## src/rtl/character_ctl.sv

```systemverilog
// Character motion controller: jump arcs between block columns, falls to the floor on a miss.
// Define CHARACTER_CTL_JUMP_COUNT_EN to build the saturating successful-landing counter.
module character_ctl #(
    parameter int NCOLS       = 8,
    parameter int X_ORG       = 256,
    parameter int COL_STEP    = 64,
    parameter int START_COL   = 3,
    parameter int Y_REST      = 600,
    parameter int Y_FLOOR     = 767,
    parameter int JUMP_FRAMES = 16,
    parameter int V0          = 15,
    parameter int G           = 2,
    parameter int X_STEP      = 4
) (
    input  logic             clk,
    input  logic             rst_n,
    input  logic             frame_tick,
    input  logic             restart,
    input  logic             jump_left,
    input  logic             jump_right,
    input  logic [NCOLS-1:0] block_map,
    output logic [10:0]      xpos,
    output logic [10:0]      ypos,
    output logic             character_landed,
    output logic             jump_fail,
    output logic [7:0]       jump_count
);

    localparam int CW = (NCOLS > 1) ? $clog2(NCOLS) : 1;
    localparam int FW = $clog2(JUMP_FRAMES + 1);

    localparam logic [1:0] ST_IDLE = 2'd0;
    localparam logic [1:0] ST_ARC  = 2'd1;
    localparam logic [1:0] ST_FALL = 2'd2;
    localparam logic [1:0] ST_DOWN = 2'd3;

    localparam logic [CW-1:0]      COL_START  = CW'(START_COL);
    localparam logic [CW-1:0]      COL_LAST   = CW'(NCOLS - 1);
    localparam logic [CW-1:0]      COL_ZERO   = CW'(0);
    localparam logic [CW-1:0]      COL_ONE    = CW'(1);
    localparam logic [10:0]        Y_REST_V   = 11'(Y_REST);
    localparam logic [10:0]        Y_FLOOR_V  = 11'(Y_FLOOR);
    localparam logic signed [11:0] Y_FLOOR_S  = 12'(Y_FLOOR);
    localparam logic [10:0]        X_STEP_V   = 11'(X_STEP);
    localparam logic signed [11:0] VY_INIT    = 12'(-V0);
    localparam logic signed [11:0] VY_ZERO    = 12'sd0;
    localparam logic signed [11:0] G_V        = 12'(G);
    localparam logic [FW-1:0]      FRAME_ZERO = FW'(0);
    localparam logic [FW-1:0]      FRAME_ONE  = FW'(1);
    localparam logic [FW-1:0]      FRAME_LAST = FW'(JUMP_FRAMES - 1);

    function automatic logic [10:0] col_x(input logic [CW-1:0] c);
        col_x = 11'(X_ORG + int'(c) * COL_STEP);
    endfunction

    logic [1:0]        state_q, state_d;
    logic [CW-1:0]     col_q, col_d;
    logic [CW-1:0]     tgt_q, tgt_d;
    logic              ok_q, ok_d;
    logic              frz_q, frz_d;
    logic              dir_q, dir_d;
    logic signed [11:0] vy_q, vy_d;
    logic [FW-1:0]     frame_q, frame_d;
    logic [10:0]       xpos_q, xpos_d;
    logic [10:0]       ypos_q, ypos_d;
    logic              landed_q, landed_d;
    logic              fail_q, fail_d;

    logic              req_s;
    logic              edge_s;
    logic [CW-1:0]     req_tgt_s;
    logic signed [11:0] ysum_s;
    logic [10:0]       xstep_s;

    // Request decode: simultaneous left/right cancel; an edge jump keeps the target on the current column.
    always_comb begin
        req_s  = jump_left ^ jump_right;
        edge_s = jump_right ? (col_q == COL_LAST) : (col_q == COL_ZERO);
        if (edge_s) begin
            req_tgt_s = col_q;
        end else if (jump_right) begin
            req_tgt_s = col_q + COL_ONE;
        end else begin
            req_tgt_s = col_q - COL_ONE;
        end
    end

    assign ysum_s  = $signed({1'b0, ypos_q}) + vy_q;
    assign xstep_s = dir_q ? (xpos_q + X_STEP_V) : (xpos_q - X_STEP_V);

    // Next-state and motion logic; restart overrides every state.
    always_comb begin
        state_d  = state_q;
        col_d    = col_q;
        tgt_d    = tgt_q;
        ok_d     = ok_q;
        frz_d    = frz_q;
        dir_d    = dir_q;
        vy_d     = vy_q;
        frame_d  = frame_q;
        xpos_d   = xpos_q;
        ypos_d   = ypos_q;
        landed_d = 1'b0;
        fail_d   = fail_q;
        if (restart) begin
            state_d = ST_IDLE;
            col_d   = COL_START;
            tgt_d   = COL_START;
            ok_d    = 1'b0;
            frz_d   = 1'b0;
            dir_d   = 1'b0;
            vy_d    = VY_ZERO;
            frame_d = FRAME_ZERO;
            xpos_d  = col_x(COL_START);
            ypos_d  = Y_REST_V;
            fail_d  = 1'b0;
        end else begin
            case (state_q)
                ST_IDLE: begin
                    if (req_s) begin
                        tgt_d   = req_tgt_s;
                        ok_d    = !edge_s && block_map[req_tgt_s];
                        frz_d   = edge_s;
                        dir_d   = jump_right;
                        vy_d    = VY_INIT;
                        frame_d = FRAME_ZERO;
                        state_d = ST_ARC;
                    end else begin
                        xpos_d = col_x(col_q);
                        ypos_d = Y_REST_V;
                    end
                end
                ST_ARC: begin
                    if (frame_tick) begin
                        frame_d = frame_q + FRAME_ONE;
                        vy_d    = vy_q + G_V;
                        // The final frame snaps to the exact rest position so rounding never accumulates.
                        if (frame_q == FRAME_LAST) begin
                            ypos_d   = Y_REST_V;
                            xpos_d   = frz_q ? xpos_q : col_x(tgt_q);
                            landed_d = 1'b1;
                            if (ok_q) begin
                                col_d   = tgt_q;
                                state_d = ST_IDLE;
                            end else begin
                                fail_d  = 1'b1;
                                state_d = ST_FALL;
                            end
                        end else begin
                            ypos_d = ysum_s[10:0];
                            xpos_d = frz_q ? xpos_q : xstep_s;
                        end
                    end else begin
                        frame_d = frame_q;
                    end
                end
                ST_FALL: begin
                    if (frame_tick) begin
                        vy_d = vy_q + G_V;
                        if (ysum_s >= Y_FLOOR_S) begin
                            ypos_d   = Y_FLOOR_V;
                            landed_d = 1'b1;
                            state_d  = ST_DOWN;
                        end else begin
                            ypos_d = ysum_s[10:0];
                        end
                    end else begin
                        vy_d = vy_q;
                    end
                end
                ST_DOWN: begin
                    state_d = ST_DOWN;
                end
                default: begin
                    state_d = ST_IDLE;
                end
            endcase
        end
    end

    // State and output registers, loaded with the restart position on reset.
    always_ff @(posedge clk or negedge rst_n) begin
        if (!rst_n) begin
            state_q  <= ST_IDLE;
            col_q    <= COL_START;
            tgt_q    <= COL_START;
            ok_q     <= 1'b0;
            frz_q    <= 1'b0;
            dir_q    <= 1'b0;
            vy_q     <= VY_ZERO;
            frame_q  <= FRAME_ZERO;
            xpos_q   <= col_x(COL_START);
            ypos_q   <= Y_REST_V;
            landed_q <= 1'b0;
            fail_q   <= 1'b0;
        end else begin
            state_q  <= state_d;
            col_q    <= col_d;
            tgt_q    <= tgt_d;
            ok_q     <= ok_d;
            frz_q    <= frz_d;
            dir_q    <= dir_d;
            vy_q     <= vy_d;
            frame_q  <= frame_d;
            xpos_q   <= xpos_d;
            ypos_q   <= ypos_d;
            landed_q <= landed_d;
            fail_q   <= fail_d;
        end
    end

    assign xpos             = xpos_q;
    assign ypos             = ypos_q;
    assign character_landed = landed_q;
    assign jump_fail        = fail_q;

`ifdef CHARACTER_CTL_JUMP_COUNT_EN
    logic       land_ok_s;
    logic [7:0] count_q, count_d;

    assign land_ok_s = (state_q == ST_ARC) && frame_tick && (frame_q == FRAME_LAST) && ok_q;

    // Saturating count of successful landings, cleared by restart.
    always_comb begin
        count_d = count_q;
        if (restart) begin
            count_d = 8'd0;
        end else if (land_ok_s && (count_q != 8'hFF)) begin
            count_d = count_q + 8'd1;
        end else begin
            count_d = count_q;
        end
    end

    // Landing counter register.
    always_ff @(posedge clk or negedge rst_n) begin
        if (!rst_n) begin
            count_q <= 8'd0;
        end else begin
            count_q <= count_d;
        end
    end

    assign jump_count = count_q;
`else
    assign jump_count = 8'd0;
`endif

endmodule
```

## config.mk

```make
export PLATFORM = sky130hd
export DESIGN_NAME = character_ctl
export DESIGN_NICKNAME = d
export VERILOG_FILES = /design/src/rtl/character_ctl.sv
export SDC_FILE = /design/constraint.sdc
export NUM_CORES = 1
export LEC_CHECK = 0
export CELL_PAD_IN_SITES_DETAIL_PLACEMENT = 1
export CELL_PAD_IN_SITES_GLOBAL_PLACEMENT = 1
export CORE_UTILIZATION = 38
export DETAILED_ROUTE_END_ITERATION = 8
export HOLD_SLACK_MARGIN = 0.02
export PLACE_DENSITY_LB_ADDON = 0.1
export REMOVE_ABC_BUFFERS = 1
export SKIP_LAST_GASP = 1
export SYNTH_ARGS = -nofsm -noshare
export SYNTH_HDL_FRONTEND = slang
export SYNTH_SLANG_ARGS = --single-unit
export TNS_END_PERCENT = 10
```

## constraint.sdc

```tcl
create_clock -name clk -period 2.8 [get_ports clk]
set_input_delay 0.28 -clock clk [delete_from_list [all_inputs] [get_ports clk]]
set_output_delay 0.28 -clock clk [all_outputs]
set_load 0.01 [all_outputs]
```

-- Yosys cells after proc, flatten, opt, wreduce, memory -nomap -nowiden
Cells that the tools add are included.
W data, S select, Z words.
- register bits after elaboration: 52
- input bits: 14
- output and inout bits: 32
- logic and storage cells: 124
- add/subtract/negate cells: 9
- order comparisons: 2
- eq/ne operators: 14
- mux-type cells: 64
- bitwise logic cells: 1
- reduce and logical (&&, ||, !) cells: 22
- operators with widths (kind ; number):
    $mux W11 ; 13
    $mux W12 ; 3
    $pmux W11 S3 ; 1
    $mux W3 ; 10
    $pmux W12 S2 ; 1
    $pmux W11 S2 ; 1
    $mux W1 ; 21
    $ne A3 B3 Y1 const B ; 7
    $add A9 B9 Y10 const A ; 2
    $reduce_and A4 Y1 ; 4
    $mux W5 ; 3
    $mux W2 ; 7
    $add A12 B12 Y12 ; 1
    $add A12 B3 Y12 const B ; 1
    $ge A12 B11 Y1 const B ; 1
    $reduce_bool A2 Y1 ; 6
    $add A11 B3 Y11 const B ; 1
    $sub A11 B3 Y11 const B ; 1
    $pmux W5 S2 ; 1
    $pmux W2 S4 ; 1
    $reduce_and A3 Y1 ; 2
    $reduce_bool A3 Y1 ; 2
    $add A5 B1 Y5 const B ; 1
    $eq A5 B4 Y1 const B ; 1
    19 further kinds ; 20

-- Logic depth before layout (Yosys ltp)
- depth in word-level cells: 9
- mapped depth: 11
- depth with buffers taken out: 11

-- Worst setup path after synthesis
No wires, ideal clock.
- path kind: reg2reg
- from: register ypos_q[0], in the netlist ypos[0]
- to: register ypos_q[3], in the netlist ypos[3]
- setup time: 77 ps
- arrival: 2818 ps
- required time: 2723 ps
- slack: -95 ps
- stages on the path, launching flop included: 12
- path buffers: 0
- clock period less this slack: 2895 ps
- cell sequence: dfrtp_1 -> ha_1 -> inv_1 -> fa_1 -> and2b_1 -> o211ai_1 -> a31oi_1 -> nand4_1 -> o311a_1 -> a2111oi_4 -> nor2_2 -> a31oi_1
- word-level cells in the longest chain between the ends: 6
- elaborated cells between the ends (all ways): 8
- classes of those cells: add/sub (1); order compare (1); mux (6)
- ends and longest elaborated chain (element ; RTL line ; source):
    from (decl) ; 65 ; logic [10:0] ypos_q, ypos_d;
    from (signal assigned) ; 206 ; ypos_q <= ypos_d;
    $add A12 B12 Y12 * ; 88 ; assign ysum_s = $signed({1'b0, ypos_q}) + vy_q;
    $ge A12 B11 Y1 ; 160 ; if (ysum_s >= Y_FLOOR_S) begin
    $mux W11 ; 160 ;
    $mux W11 ; 158 ; if (frame_tick) begin
    $pmux W11 S3 * ; 118 ; case (state_q)
    $mux W11 * ; 105 ; if (restart) begin
Mark *: on every way between the ends. The rest lies on a longest branch, timed or not. The select of a mux whose other input is x is not followed.
A chain may end at the register's enable or synchronous reset.

-- Worst setup path after layout
- from: register ypos_q[0], in the netlist ypos[0]
- to: register state_q[0]
- word-level cells in the longest chain between the ends: 4
- ends and longest elaborated chain (element ; RTL line ; source):
    $add A12 B12 Y12 ; 88 ;
    $ge A12 B11 Y1 ; 160 ;
    $ne A3 B3 Y1 (no source line) ; - ;
    $reduce_and A5 Y1 (no source line) ; - ;
    to (signal assigned) ; 197 ; state_q <= state_d;
    to (decl) ; 56 ; logic [1:0] state_q, state_d;
No other way between the ends.

==> flow_summary_export.csv <==
group,metric,value,unit
critical_path,r2r-start,"ypos[0]",
floorplan,chipWidth,101.5,microns
outcome,violations,"negative setup slack",
clock_tree,cts_root_buffer,"clkbuf_8",
synthesis,synth_area_leader_cell,"dfrtp_1",
sta,worst_pin_slew,0.5759,ns
finish,multi_input_area,2364,sq um
drt,ant_nets,0,
placement,dp_hpwl,8459,microns
placement,dp_slack,-0.1539,ns
placement,portBuffers,35,
clock_tree,insertion_delay,0.31,ns
drt,drtIter0Drc,114,
floorplan,num_rows,35,
drt,viasPerCell,5.443,
sta,slew_viol_final,0,
clock_tree,cts.reportedPaths.clkPinSlew,0.11,ns
critical_path,endpoint_kind,"register",
critical_path,worst-path-buf-inv,1,
critical_path,cp-startpoint,"ypos[0]",
critical_path,critPathTopFamily,"compound AO/OA/AOI/OAI gates",
finish,final_core_util,49.81,%
critical_path,cp-endpoint,"state_q[0]",
synthesis,synth_cell_types,58,
synthesis,synth_top_family_by_area,"compound AO/OA/AOI/OAI gates",
synthesis,synth.most_common_cell,"nor2_1",
synthesis,synth-simple-area-share,19.93,%
sta,hold_viol,0,
synthesis,ys_ff_latch,50,
drt,vias,3560,
sta,rsz0062_at_grt,"yes",
synthesis,synthXorXnorAreaFrac,3.493,%
synthesis,avgSynthCellArea,8.321,sq um
critical_path,r2r_slack,-0.04,ns
synthesis,synthMuxAreaShare,2.961,%
sta,fmax,352.1,MHz
clock_tree,htree_levels,2,
critical_path,worstReg2RegEnd,"state_q[0]",
grt,grt_pass1_vias,3585,
critical_path,cp.required,3.01,ns
synthesis,synth_flop_cell,"dfrtp_1",
drt,drc,0,
synthesis,synth_edf_count,0,
synthesis,synthAdderAreaFrac,9.914,%
synthesis,syn_inst,452,
critical_path,r2r_cells,11,
finish,diodes,0,
clock_tree,cts_buffer_depth,2,
floorplan,die_area,10300,sq um
drt,routedWlPerCell,16.83,microns
drt,wl,11000,microns
clock_tree,cts-buffers-inserted,5,
synthesis,synth.top_cell.area_share,25.95,%
synthesis,async_reset_ff_share,100.0,%
power_and_ir_drop,vdd_drop_max,0.3141,mV
critical_path,cp.depth,11,
drt,dr.pass1.iters,4,
placement,gp_congestion,0.8804,
sta,fin_worst_skew,0.008115,ns
critical_path,arrival,3.05,ns
floorplan,coreArea,9415,sq um
placement,place_area,4486,sq um
synthesis,synth_common_cells,"nor2_1 (56), nand2_1 (54), dfrtp_1 (39)",
grt,grt_pass1_wl,18460,microns
finish,design_area,4690,sq um
floorplan,initial_core_util,39.95,%
clock_tree,cts_tree,"done",
synthesis,syn_area,3761,sq um
synthesis,yosys_warnings,0,
critical_path,critPathMaxStageDelay,0.40,ns
finish,nets,566,
grt,grt_util_all_layers,23.12,%
sta,post-route-worst-setup-slack,-0.04002,ns
finish,num-fill-cells,1149,
critical_path,crit_chain,"ha_2 -> inv_1 -> fa_2 -> and2b_2 -> o21a_4 -> a21o_1 -> a211oi_4 -> a21oi_2 -> a21o_1 -> o211ai_1 -> mux2_2",
finish,regArea,1265,sq um
power_and_ir_drop,powerDensity,827.4,nW/um^2
synthesis,netlist_top_cells_area,"dfrtp_1 (26%), ha_1 (8.3%), dfstp_2 (7.7%)",
hold_path,min_path_type,"in -> async",
critical_path,cp_slowest_cell,"dfrtp_1",
synthesis,synth_compound_area_share,23.79,%
sta,finalSetupViolCount,3,
critical_path,crit_fanout,4,
finish,drive_above_1_share,17.33,%
synthesis,ys_seq_area_share,33.63,%
sta,slew_headroom,61.44,%
floorplan,ios,46,
critical_path,cp_common_cell,"a21o_1",
clock_tree,clock-sinks,50,
grt,grt_overflow,0,
power_and_ir_drop,power_leakage,0.002038,uW
finish,area_growth,24.68,%
grt,grt_max_degree,38,
grt,antenna_found_initial,0,
critical_path,worst_setup_path_start_kind,"register",
power_and_ir_drop,power.total,3880,uW
sta,period_share,101.4,%
critical_path,path_class,"reg -> reg",
floorplan,dieHeight,101.5,microns
outcome,status,"finished with violations",
job,maxCapViolations,0,
sta,period_minus_slack,2.840,ns
[placed cells by master, fill, tap and decap left out, drive strengths merged, types with 7 or more instances in the layout]
master | netlist | layout
inv | 27 | 27
o21ai | 32 | 32
nor3 | 7 | 7
conb | 1 | 10
nand2 | 54 | 54
dfstp | 11 | 11
nor2 | 57 | 57
xnor2 | 9 | 9
clkdlybuf4s50 | 0 | 34
nand4 | 7 | 7
a21oi | 33 | 33
clkbuf | 15 | 7
buf | 10 | 46
a31oi | 8 | 8
a211o | 7 | 7
dfrtp | 39 | 39
nor2b | 9 | 9
a211oi | 10 | 10
ha | 25 | 25
[area by class of cell]
type	count	share of cell area, %
clock buffers	7	2.054
clock inverters	1	0.1868
inverters	27	2.161
multi-input cells	359	50.40
flip-flops and latches	50	26.97
well taps	129	3.442
repair buffers	81	14.78
[timing repair]
item / 4_1_cts / 5_1_grt
endpoints found under the hold margin: 10 / 0
pin swaps: 5 / 6
hold buffers: 1 / 0
setup endpoints to repair: 12 / 14
resized for setup: 12 / 3
gates cloned: 0 / 0
setup buffers: 2 / 1
[sequential cells by signal (all words and copies together), names as in the netlist]
signal	cells
frame_q	5
vy_q	12
xpos	9
dir_q	1
state_q	2
ok_q	1
character_landed	1
jump_fail	1
frz_q	1
col_q	3
tgt_q	3
ypos	11
[layer usage]
layer  up-vias  share of wire, %  wire length [microns]  GRT usage (%)
li1       1735                 -                      -              -
met3         6               2.0                    219          2.415
met4         0              0.76                     84          4.013
met1      1772                51                   5635          33.66
met2        47                46                   5065          37.52
met5         -                 0                      0              0
[worst min-delay path by stage]
stage	slack [ns]	start	depth (start not counted)	end
5_1_grt	0.42	rst_n	2	ypos[10]
4_1_cts	0.40	rst_n	2	ypos[10]
3_3_place_gp	0.21	rst_n	1	ypos[7]
3_5_place_dp	0.21	rst_n	1	ypos[7]
6_report	0.39	rst_n	2	ypos[10]
2_1_floorplan	-0.02	rst_n	0	character_landed
[report_power, final]
group	internal, uW	total (uW)	switching (uW)
registers	894	1050	156
clock network	228	509	281
logic	1060	2320	1260
[cells by family (layout without fill, tap and decap cells)]
logic type,after synthesis,after routing
AND/OR/NAND/NOR,165,165
AO/OA/AOI/OAI,133,133
buffers and inverters,52,116
flip-flops,50,50
adder cells (fa/ha/maj),28,28
XOR/XNOR,15,15
multiplexers,8,8
other,1,10
[metrics by stage]
step	hold WS, ns	std cells	setup TNS (ns)
final	0.3910	654	-0.09006
after global routing	0.4150	654	-2.276
after CTS	0.3999	653	-0.05952
after detailed placement	0.2054	642	-1.430
after global placement	0.2082	642	-0.1793
after floorplan	-0.01559	436	-0.6554
(Power assumes the default switching activity.)
